### config.mk
export PLATFORM = sky130hd
export DESIGN_NAME = alu_op_sequencer
export DESIGN_NICKNAME = d
export VERILOG_FILES = /design/src/rtl/alu_op_sequencer.sv
export SDC_FILE = /design/constraint.sdc
export NUM_CORES = 1
export LEC_CHECK = 0
export BUFFER_PORTS_ARGS = -buffer_cell sky130_fd_sc_hd__buf_2
export CAP_MARGIN = 15
export CORE_MARGIN = 1.5
export CORE_UTILIZATION = 46
export DETAILED_ROUTE_END_ITERATION = 7
export PLACE_DENSITY_LB_ADDON = 0.12
export RECOVER_POWER = 25
export SYNTH_ARGS = -nofsm -noshare
export SYNTH_HDL_FRONTEND = slang
export SYNTH_SLANG_ARGS = --single-unit
export TNS_END_PERCENT = 20
### constraint.sdc
create_clock -name clk -period 2.3 [get_ports clk]
set_input_delay 0.23 -clock clk [delete_from_list [all_inputs] [get_ports clk]]
set_output_delay 0.23 -clock clk [all_outputs]
set_load 0.1 [all_outputs]
### src/rtl/alu_op_sequencer.sv
// Request/response sequencer that decodes aluop/funct, drives a combinational ALU,
// waits SETTLE_CYCLES edges and returns the sampled result. Optional check: ALU_SEQ_SELFCHECK_EN.
module alu_op_sequencer #(
  parameter int unsigned WIDTH         = 32,
  parameter int unsigned SETTLE_CYCLES = 1
) (
  input  logic             clk,
  input  logic             reset_n,
  input  logic             req_valid,
  output logic             req_ready,
  input  logic [1:0]       req_aluop,
  input  logic [5:0]       req_funct,
  input  logic [WIDTH-1:0] req_a,
  input  logic [WIDTH-1:0] req_b,
  output logic [WIDTH-1:0] alu_a,
  output logic [WIDTH-1:0] alu_b,
  output logic [2:0]       alu_f,
  input  logic [WIDTH-1:0] alu_y,
  input  logic             alu_zero,
  output logic             rsp_valid,
  input  logic             rsp_ready,
  output logic [WIDTH-1:0] rsp_result,
  output logic             rsp_zero,
  output logic             rsp_illegal,
  output logic             rsp_mismatch
);

  localparam int unsigned CNT_W = 4;

  localparam logic [2:0] F_AND = 3'b000;
  localparam logic [2:0] F_OR  = 3'b001;
  localparam logic [2:0] F_ADD = 3'b010;
  localparam logic [2:0] F_SUB = 3'b110;
  localparam logic [2:0] F_SLT = 3'b111;

  typedef enum logic [1:0] {
    ST_IDLE   = 2'd0,
    ST_SETTLE = 2'd1,
    ST_RESP   = 2'd2
  } state_e;

  state_e             state_q, state_d;
  logic [CNT_W-1:0]   cnt_q, cnt_d;
  logic               req_ready_q, req_ready_d;
  logic               rsp_valid_q, rsp_valid_d;
  logic [WIDTH-1:0]   alu_a_q, alu_a_d;
  logic [WIDTH-1:0]   alu_b_q, alu_b_d;
  logic [2:0]         alu_f_q, alu_f_d;
  logic [WIDTH-1:0]   rsp_result_q, rsp_result_d;
  logic               rsp_zero_q, rsp_zero_d;
  logic               rsp_illegal_q, rsp_illegal_d;
  logic               rsp_mismatch_q, rsp_mismatch_d;

  logic [2:0]         dec_f_c;
  logic               dec_legal_c;
  logic               mismatch_c;

  // MIPS-style aluop/funct to ALU function code
  always_comb begin
    dec_f_c     = F_AND;
    dec_legal_c = 1'b1;
    unique case (req_aluop)
      2'b00: dec_f_c = F_ADD;
      2'b01: dec_f_c = F_SUB;
      2'b10: begin
        unique case (req_funct)
          6'b100000: dec_f_c = F_ADD;
          6'b100010: dec_f_c = F_SUB;
          6'b100100: dec_f_c = F_AND;
          6'b100101: dec_f_c = F_OR;
          6'b101010: dec_f_c = F_SLT;
          default:   dec_legal_c = 1'b0;
        endcase
      end
      default: dec_legal_c = 1'b0;
    endcase
  end

`ifdef ALU_SEQ_SELFCHECK_EN
  logic [WIDTH-1:0] exp_y_c;

  // Reference result from the operands currently driven onto the ALU
  always_comb begin
    exp_y_c = '0;
    unique case (alu_f_q)
      F_AND:   exp_y_c = alu_a_q & alu_b_q;
      F_OR:    exp_y_c = alu_a_q | alu_b_q;
      F_ADD:   exp_y_c = alu_a_q + alu_b_q;
      F_SUB:   exp_y_c = alu_a_q - alu_b_q;
      F_SLT:   exp_y_c = WIDTH'($signed(alu_a_q) < $signed(alu_b_q));
      default: exp_y_c = '0;
    endcase
    mismatch_c = (alu_y != exp_y_c) || (alu_zero != (exp_y_c == '0));
  end
`else
  assign mismatch_c = 1'b0;
`endif

  // Next-state and registered-output logic
  always_comb begin
    state_d        = state_q;
    cnt_d          = cnt_q;
    req_ready_d    = req_ready_q;
    rsp_valid_d    = rsp_valid_q;
    alu_a_d        = alu_a_q;
    alu_b_d        = alu_b_q;
    alu_f_d        = alu_f_q;
    rsp_result_d   = rsp_result_q;
    rsp_zero_d     = rsp_zero_q;
    rsp_illegal_d  = rsp_illegal_q;
    rsp_mismatch_d = rsp_mismatch_q;

    unique case (state_q)
      ST_IDLE: begin
        if (req_valid && req_ready_q) begin
          req_ready_d    = 1'b0;
          rsp_mismatch_d = 1'b0;
          if (dec_legal_c) begin
            alu_a_d = req_a;
            alu_b_d = req_b;
            alu_f_d = dec_f_c;
            cnt_d   = CNT_W'(SETTLE_CYCLES - 1);
            state_d = ST_SETTLE;
          end else begin
            rsp_result_d  = '0;
            rsp_zero_d    = 1'b0;
            rsp_illegal_d = 1'b1;
            rsp_valid_d   = 1'b1;
            state_d       = ST_RESP;
          end
        end
      end
      ST_SETTLE: begin
        if (cnt_q == '0) begin
          rsp_result_d   = alu_y;
          rsp_zero_d     = alu_zero;
          rsp_illegal_d  = 1'b0;
          rsp_mismatch_d = mismatch_c;
          rsp_valid_d    = 1'b1;
          state_d        = ST_RESP;
        end else begin
          cnt_d = cnt_q - CNT_W'(1);
        end
      end
      ST_RESP: begin
        if (rsp_ready) begin
          rsp_valid_d = 1'b0;
          req_ready_d = 1'b1;
          state_d     = ST_IDLE;
        end
      end
      default: begin
        rsp_valid_d = 1'b0;
        req_ready_d = 1'b1;
        state_d     = ST_IDLE;
      end
    endcase
  end

  always_ff @(posedge clk or negedge reset_n) begin
    if (!reset_n) begin
      state_q        <= ST_IDLE;
      cnt_q          <= '0;
      req_ready_q    <= 1'b1;
      rsp_valid_q    <= 1'b0;
      alu_a_q        <= '0;
      alu_b_q        <= '0;
      alu_f_q        <= 3'b000;
      rsp_result_q   <= '0;
      rsp_zero_q     <= 1'b0;
      rsp_illegal_q  <= 1'b0;
      rsp_mismatch_q <= 1'b0;
    end else begin
      state_q        <= state_d;
      cnt_q          <= cnt_d;
      req_ready_q    <= req_ready_d;
      rsp_valid_q    <= rsp_valid_d;
      alu_a_q        <= alu_a_d;
      alu_b_q        <= alu_b_d;
      alu_f_q        <= alu_f_d;
      rsp_result_q   <= rsp_result_d;
      rsp_zero_q     <= rsp_zero_d;
      rsp_illegal_q  <= rsp_illegal_d;
      rsp_mismatch_q <= rsp_mismatch_d;
    end
  end

  assign req_ready    = req_ready_q;
  assign rsp_valid    = rsp_valid_q;
  assign alu_a        = alu_a_q;
  assign alu_b        = alu_b_q;
  assign alu_f        = alu_f_q;
  assign rsp_result   = rsp_result_q;
  assign rsp_zero     = rsp_zero_q;
  assign rsp_illegal  = rsp_illegal_q;
  assign rsp_mismatch = rsp_mismatch_q;

endmodule

# Word-level counts from Yosys, hierarchy flattened
# Cells that the tools add are included.
# op_classes
n_eq_ne	15
reduce_logical	14
n_mux	32
bitwise_logic	1
add_sub_neg	1
# ops
op	n
$mux W32	3
$pmux W32 S2	1
$eq A6 B6 Y1 const B	5
$mux W4	3
$ne A2 B2 Y1 const B	6
$pmux W3 S4	1
$reduce_and A3 Y1	4
$reduce_and A4 Y1	3
$mux W1	11
$pmux W3 S3	1
$mux W2	4
$pmux W1 S2	4
$pmux W4 S2	1
$pmux W1 S3	2
$pmux W2 S3	1
$reduce_or A5 Y1	1
$eq A2 B1 Y1 const B	2
$eq A2 B2 Y1 const B	2
$logic_not A2 Y1	2
$logic_not A4 Y1	1
$sub A4 B1 Y4 const B	1
$reduce_bool A2 Y1	1
$reduce_or A2 Y1	1
$logic_and A1 B1 Y1	1
$not A1 Y1	1
# totals
output_inout_bits	104
wordCells	74
reg_bits	110
in_bits	109

# Longest topological paths before layout
# logic_depth
ltp_word	7
mapped_depth	8
depth_no_buf	6

# Least setup slack after synthesis
# OpenSTA, ideal clock, no wires.
# synth_timing
kind	reg-to-reg
from	register req_ready_q, in the netlist req_ready
to	register alu_a_q[14], in the netlist alu_a[14]
stages_incl_launch_ff	7
required_ps	2175
setup_ps	125
n_path_buf	3
arrival_time_ps	2017
path_slack_ps	157
synth_period_minus_slack_ps	2143
cell_sequence	dfstp_2 > nand3_2 > or2_1 > clkbuf_1 > buf_6 > buf_6 > mux2_4
# synth_between
elab_chain_len	2
# synth_rtl
element	line_no	source
start: declaration	44	logic req_ready_q, req_ready_d;
start signal: assignment	176	req_ready_q <= req_ready_d;
$logic_and A1 B1 Y1	115	if (req_valid && req_ready_q) begin
$reduce_and A3 Y1 (no line)	--	
end signal: assignment	178	alu_a_q <= alu_a_d;
end: declaration	46	logic [WIDTH-1:0] alu_a_q, alu_a_d;
# Every way passes these cells.
# A chain may end at the register's enable or synchronous reset.

# Worst setup path in the final report
# layout_timing
from	register cnt_q[0]
to	register rsp_result_q[12], in the netlist rsp_result[12]
# layout_between
elab_chain_len	3
# layout_rtl
element	line_no	source
start: declaration	43	logic [CNT_W-1:0] cnt_q, cnt_d;
start signal: assignment	175	cnt_q <= cnt_d;
$logic_not A4 Y1	134	if (cnt_q == '0) begin
$ne A2 B2 Y1 (no line)	--	
$reduce_and A4 Y1 (no line)	--	
end signal: assignment	181	rsp_result_q <= rsp_result_d;
end: declaration	49	logic [WIDTH-1:0] rsp_result_q, rsp_result_d;
# Every way passes these cells.

==> run summary <==
Area of the core: 9196 um2. The post-synthesis async set-or-reset flop share came out at 1.000. The global placer's final weighted congestion was 0.7624; the total number of clock tree sinks was 109. The critical path is of the flip-flop to flip-flop type.

OpenSTA, run right after detailed placement, puts the worst setup slack at 214.7 ps. The initial antenna violation count came out at 0. The worst setup path is launched from a flip-flop.

Subtracting the final worst setup slack from the clock period gives 2102 ps. Counting the fill cells in the layout gives 725. The final global-route overflow total was 0.

A synthesized cell averages 15.30 um2. The run gives 0.4740 as the effective utilization at floorplan. Excluding fillers, the count of instances in the completed layout stands at 612. Wires add up to 9.746 mm. For this run, design rule violations remaining after detail routing come to 0. The logs give 7.099 mm for the post-detailed-placement half-perimeter wirelength and 285 for the synthesized netlist cell count. The clock slew seen by the registers of the worst setup and hold paths was 100 ps.

Summing all non-filler instances in the final layout gives an area of 5719 um2. The layout cell share with drive strength beyond 1 is 0.6068. The number of global-route vias before repair is 3132. For this run, the slowest stage of the critical path takes 430 ps.

The run gives 0 as the count of antenna diodes in the layout. The mapped netlist covers 4359 um2. The setup slack of the most critical reg-to-reg path is 200 ps.

Among all stages on the critical path, the largest delay is contributed by sky130_fd_sc_hd__or3b_1. At the pin with the least slew margin, the transition time is 1348 ps. The final layout contains 608 nets. Setup repair after global routing left no endpoint under its margin. Entering global routing, the biggest net connects 63 pins. For the final routed database, the setup TNS stands at 0 ps.

Total power for the finished layout comes to 3.124 mW. The flop and latch count out of synthesis is 109. The pre-antenna-repair detailed-routing pass consisted of 6 iterations. The worst endpoint required time came out at 2540 ps. Traced cell by cell, the critical path runs through inv_1 > ha_1 > or3b_1 > a211oi_1 > o21ai_2 > buf_12 > a22o_1. The number of slew-limit violations in the final report was 0. The final hold violation count came out at 0. The endpoint arrival time on the critical path was 2340 ps. The setup clock skew after layout is 12.58 ps, and the number of enable-type register cells in the synthesized netlist is 0. After detailed routing, the average wire length per cell comes to 15.92 um. After clock tree synthesis, the repair step resized 0 gates. The run gives 9 as the number of CTS-inserted buffers. The floorplan has 35 rows. The count of nets left with antenna violations once routing finished came out at 0. During synthesis, Yosys emitted a total of 0 warnings. The worst hold margin was 90.79 ps; the detail-routed via count per cell was 5.124. Measured along the x axis, the die boundary spans 100.3 um. The H-tree generated during clock tree synthesis spans 3 levels. During placement, the flow inserted port buffers numbering 211. Of all nets on the critical path, the largest fanout is 35. 213 I/O pins were placed.

In this run the worst hold path is classified as primary input to flip-flop. The count of endpoints failing setup in the final report was 0. For the count of different cell masters after synthesis, the log shows 37. In this run, the number of DRC markers left after iteration 0 of detailed routing was 64. The die is 100.3 um tall. The post-route fraction of the period consumed by the critical path works out to 0.9139.

The flow ran to the end, and the final reports show no timing, DRC or antenna violations. VDD sags by at most 0.3760 mV. Setup slack closes at 198.0 ps. Number of cells on the worst hold path: 2.

The sequential area share after synthesis came out at 0.6260. The library cell used most frequently in the layout, excluding fill and tap cells, is sky130_fd_sc_hd__buf_2. The utilization after layout is 0.6219, and the via count of the routed design is 3136. The clock root buffer master was sky130_fd_sc_hd__clkbuf_8. The tools report the wire length of the first global-routing pass as 15.01 mm. For the worst relative slew slack, the log shows 0.1014.

The die covers 10070 um2. TritonCTS built the clock tree. The overall routing resource usage was 0.1896.

In the layout the commonest cells are sky130_fd_sc_hd__buf_2, sky130_fd_sc_hd__dfrtp_1, sky130_fd_sc_hd__mux2_2. The number of max-capacitance violations reported is 0, and the leakage component of the power is 3.401 nW. Counting cells, the worst reg-to-reg path comes to 7. The logs give 5550 um2 for the post-placement cell area and 360 ps for the clock latency on the worst-skew pair. For the synthesized netlist net count, the log shows 396.

The power per standard cell area is 546.2 nW/um2, and the number of buffers on the longest clock path is 2. The tools report the kind of capture point of the worst setup path as a flip-flop. Once placement completed, the tool counted placed cells totaling 596. The most used flip-flop cell after synthesis is sky130_fd_sc_hd__dfrtp_1. Static timing analysis puts the maximum clock frequency at 475.7 MHz. The layout overhead on the synthesized area is 31.20%.
-- synth_stat cells, drive strengths merged, types with 2 or more instances --
| cell type | number | area (um2) |
|---|---|---|
| nand3 | 3 | 20.02 |
| nand2 | 4 | 15.01 |
| ha | 2 | 25.02 |
| clkbuf | 2 | 7.510 |
| inv | 7 | 26.28 |
| dfrtp | 108 | 2703 |
| a21oi | 4 | 20.02 |
| nor2 | 5 | 26.27 |
| mux2i | 3 | 30.03 |
| a31oi | 3 | 18.77 |
| mux2 | 65 | 837.1 |
| buf | 16 | 113.9 |
| a211oi | 3 | 22.52 |
| nor3b | 3 | 32.53 |
| a22o | 33 | 289.0 |
| o21ai | 10 | 50.04 |
-- layer usage --
metal  global-route usage  part of all wire
met1               0.2352              0.41
met5                    0                 0
met2               0.3166              0.48
met4              0.06826             0.017
met3              0.05501             0.093
-- logic make-up (layout without fill, tap and decap cells) --
group           Yosys count  after routing  synth area share
compound gates           58             58            0.1016
fa+ha+maj                 2              2          0.005740
buf+inv                  25            241           0.03387
flops                   109            109            0.6260
mux                      68             68            0.1989
other cells               1              1         0.0008603
simple gates             22             22           0.03301
-- power by group --
group          switching [mW]  total [mW]  internal (mW)
sequential                  0        1.91           1.91
combinational          0.0824       0.158         0.0761
clock                   0.650        1.05          0.401
-- worst max-delay path, delay by kind of cell, from the launching register on --
kind	cells	cell delay (ps)
AO/OA/AOI/OAI	3	710
adder cells (fa/ha/maj)	1	150
buffers and inverters	2	310
flip-flops	1	380
AND/OR/NAND/NOR	1	430
-- flip-flops by register name (all words and copies together) (netlist names), 2 cells and up --
signal and count:
alu_a 32, alu_b 32, alu_f 3, cnt_q 4, rsp_result 32, state_q 2
-- final timing paths --
path | startpoint | end
max | cnt_q[0] | rsp_result[12]
min | alu_y[29] | rsp_result[29]
max reg2reg | cnt_q[0] | rsp_result[12]
min reg2reg | rsp_result[26] | rsp_result[26]
max in group asynchronous | reset_n | alu_a[22]
min in group asynchronous | reset_n | rsp_result[1]
-- area by class of cell --
| type | count | area (um2) | area share |
|---|---|---|---|
| clock buffers | 9 | 123.9 | 0.02166 |
| clock inverters | 6 | 47.55 | 0.008313 |
| inverters | 7 | 26.28 | 0.004594 |
| multi-input cells | 151 | 1495 | 0.2614 |
| flip-flops and latches | 109 | 2729 | 0.4771 |
| well taps | 111 | 138.9 | 0.02428 |
| repair buffers | 219 | 1159 | 0.2026 |
-- timing repair --
| action | 4_1_cts | 5_1_grt |
|---|---|---|
| hold buffers | 1 | 0 |
| hold endpoints to repair | 21 | 0 |
| buffers inserted | 0 | 0 |
Note: power is estimated with default switching activity, not from simulation.
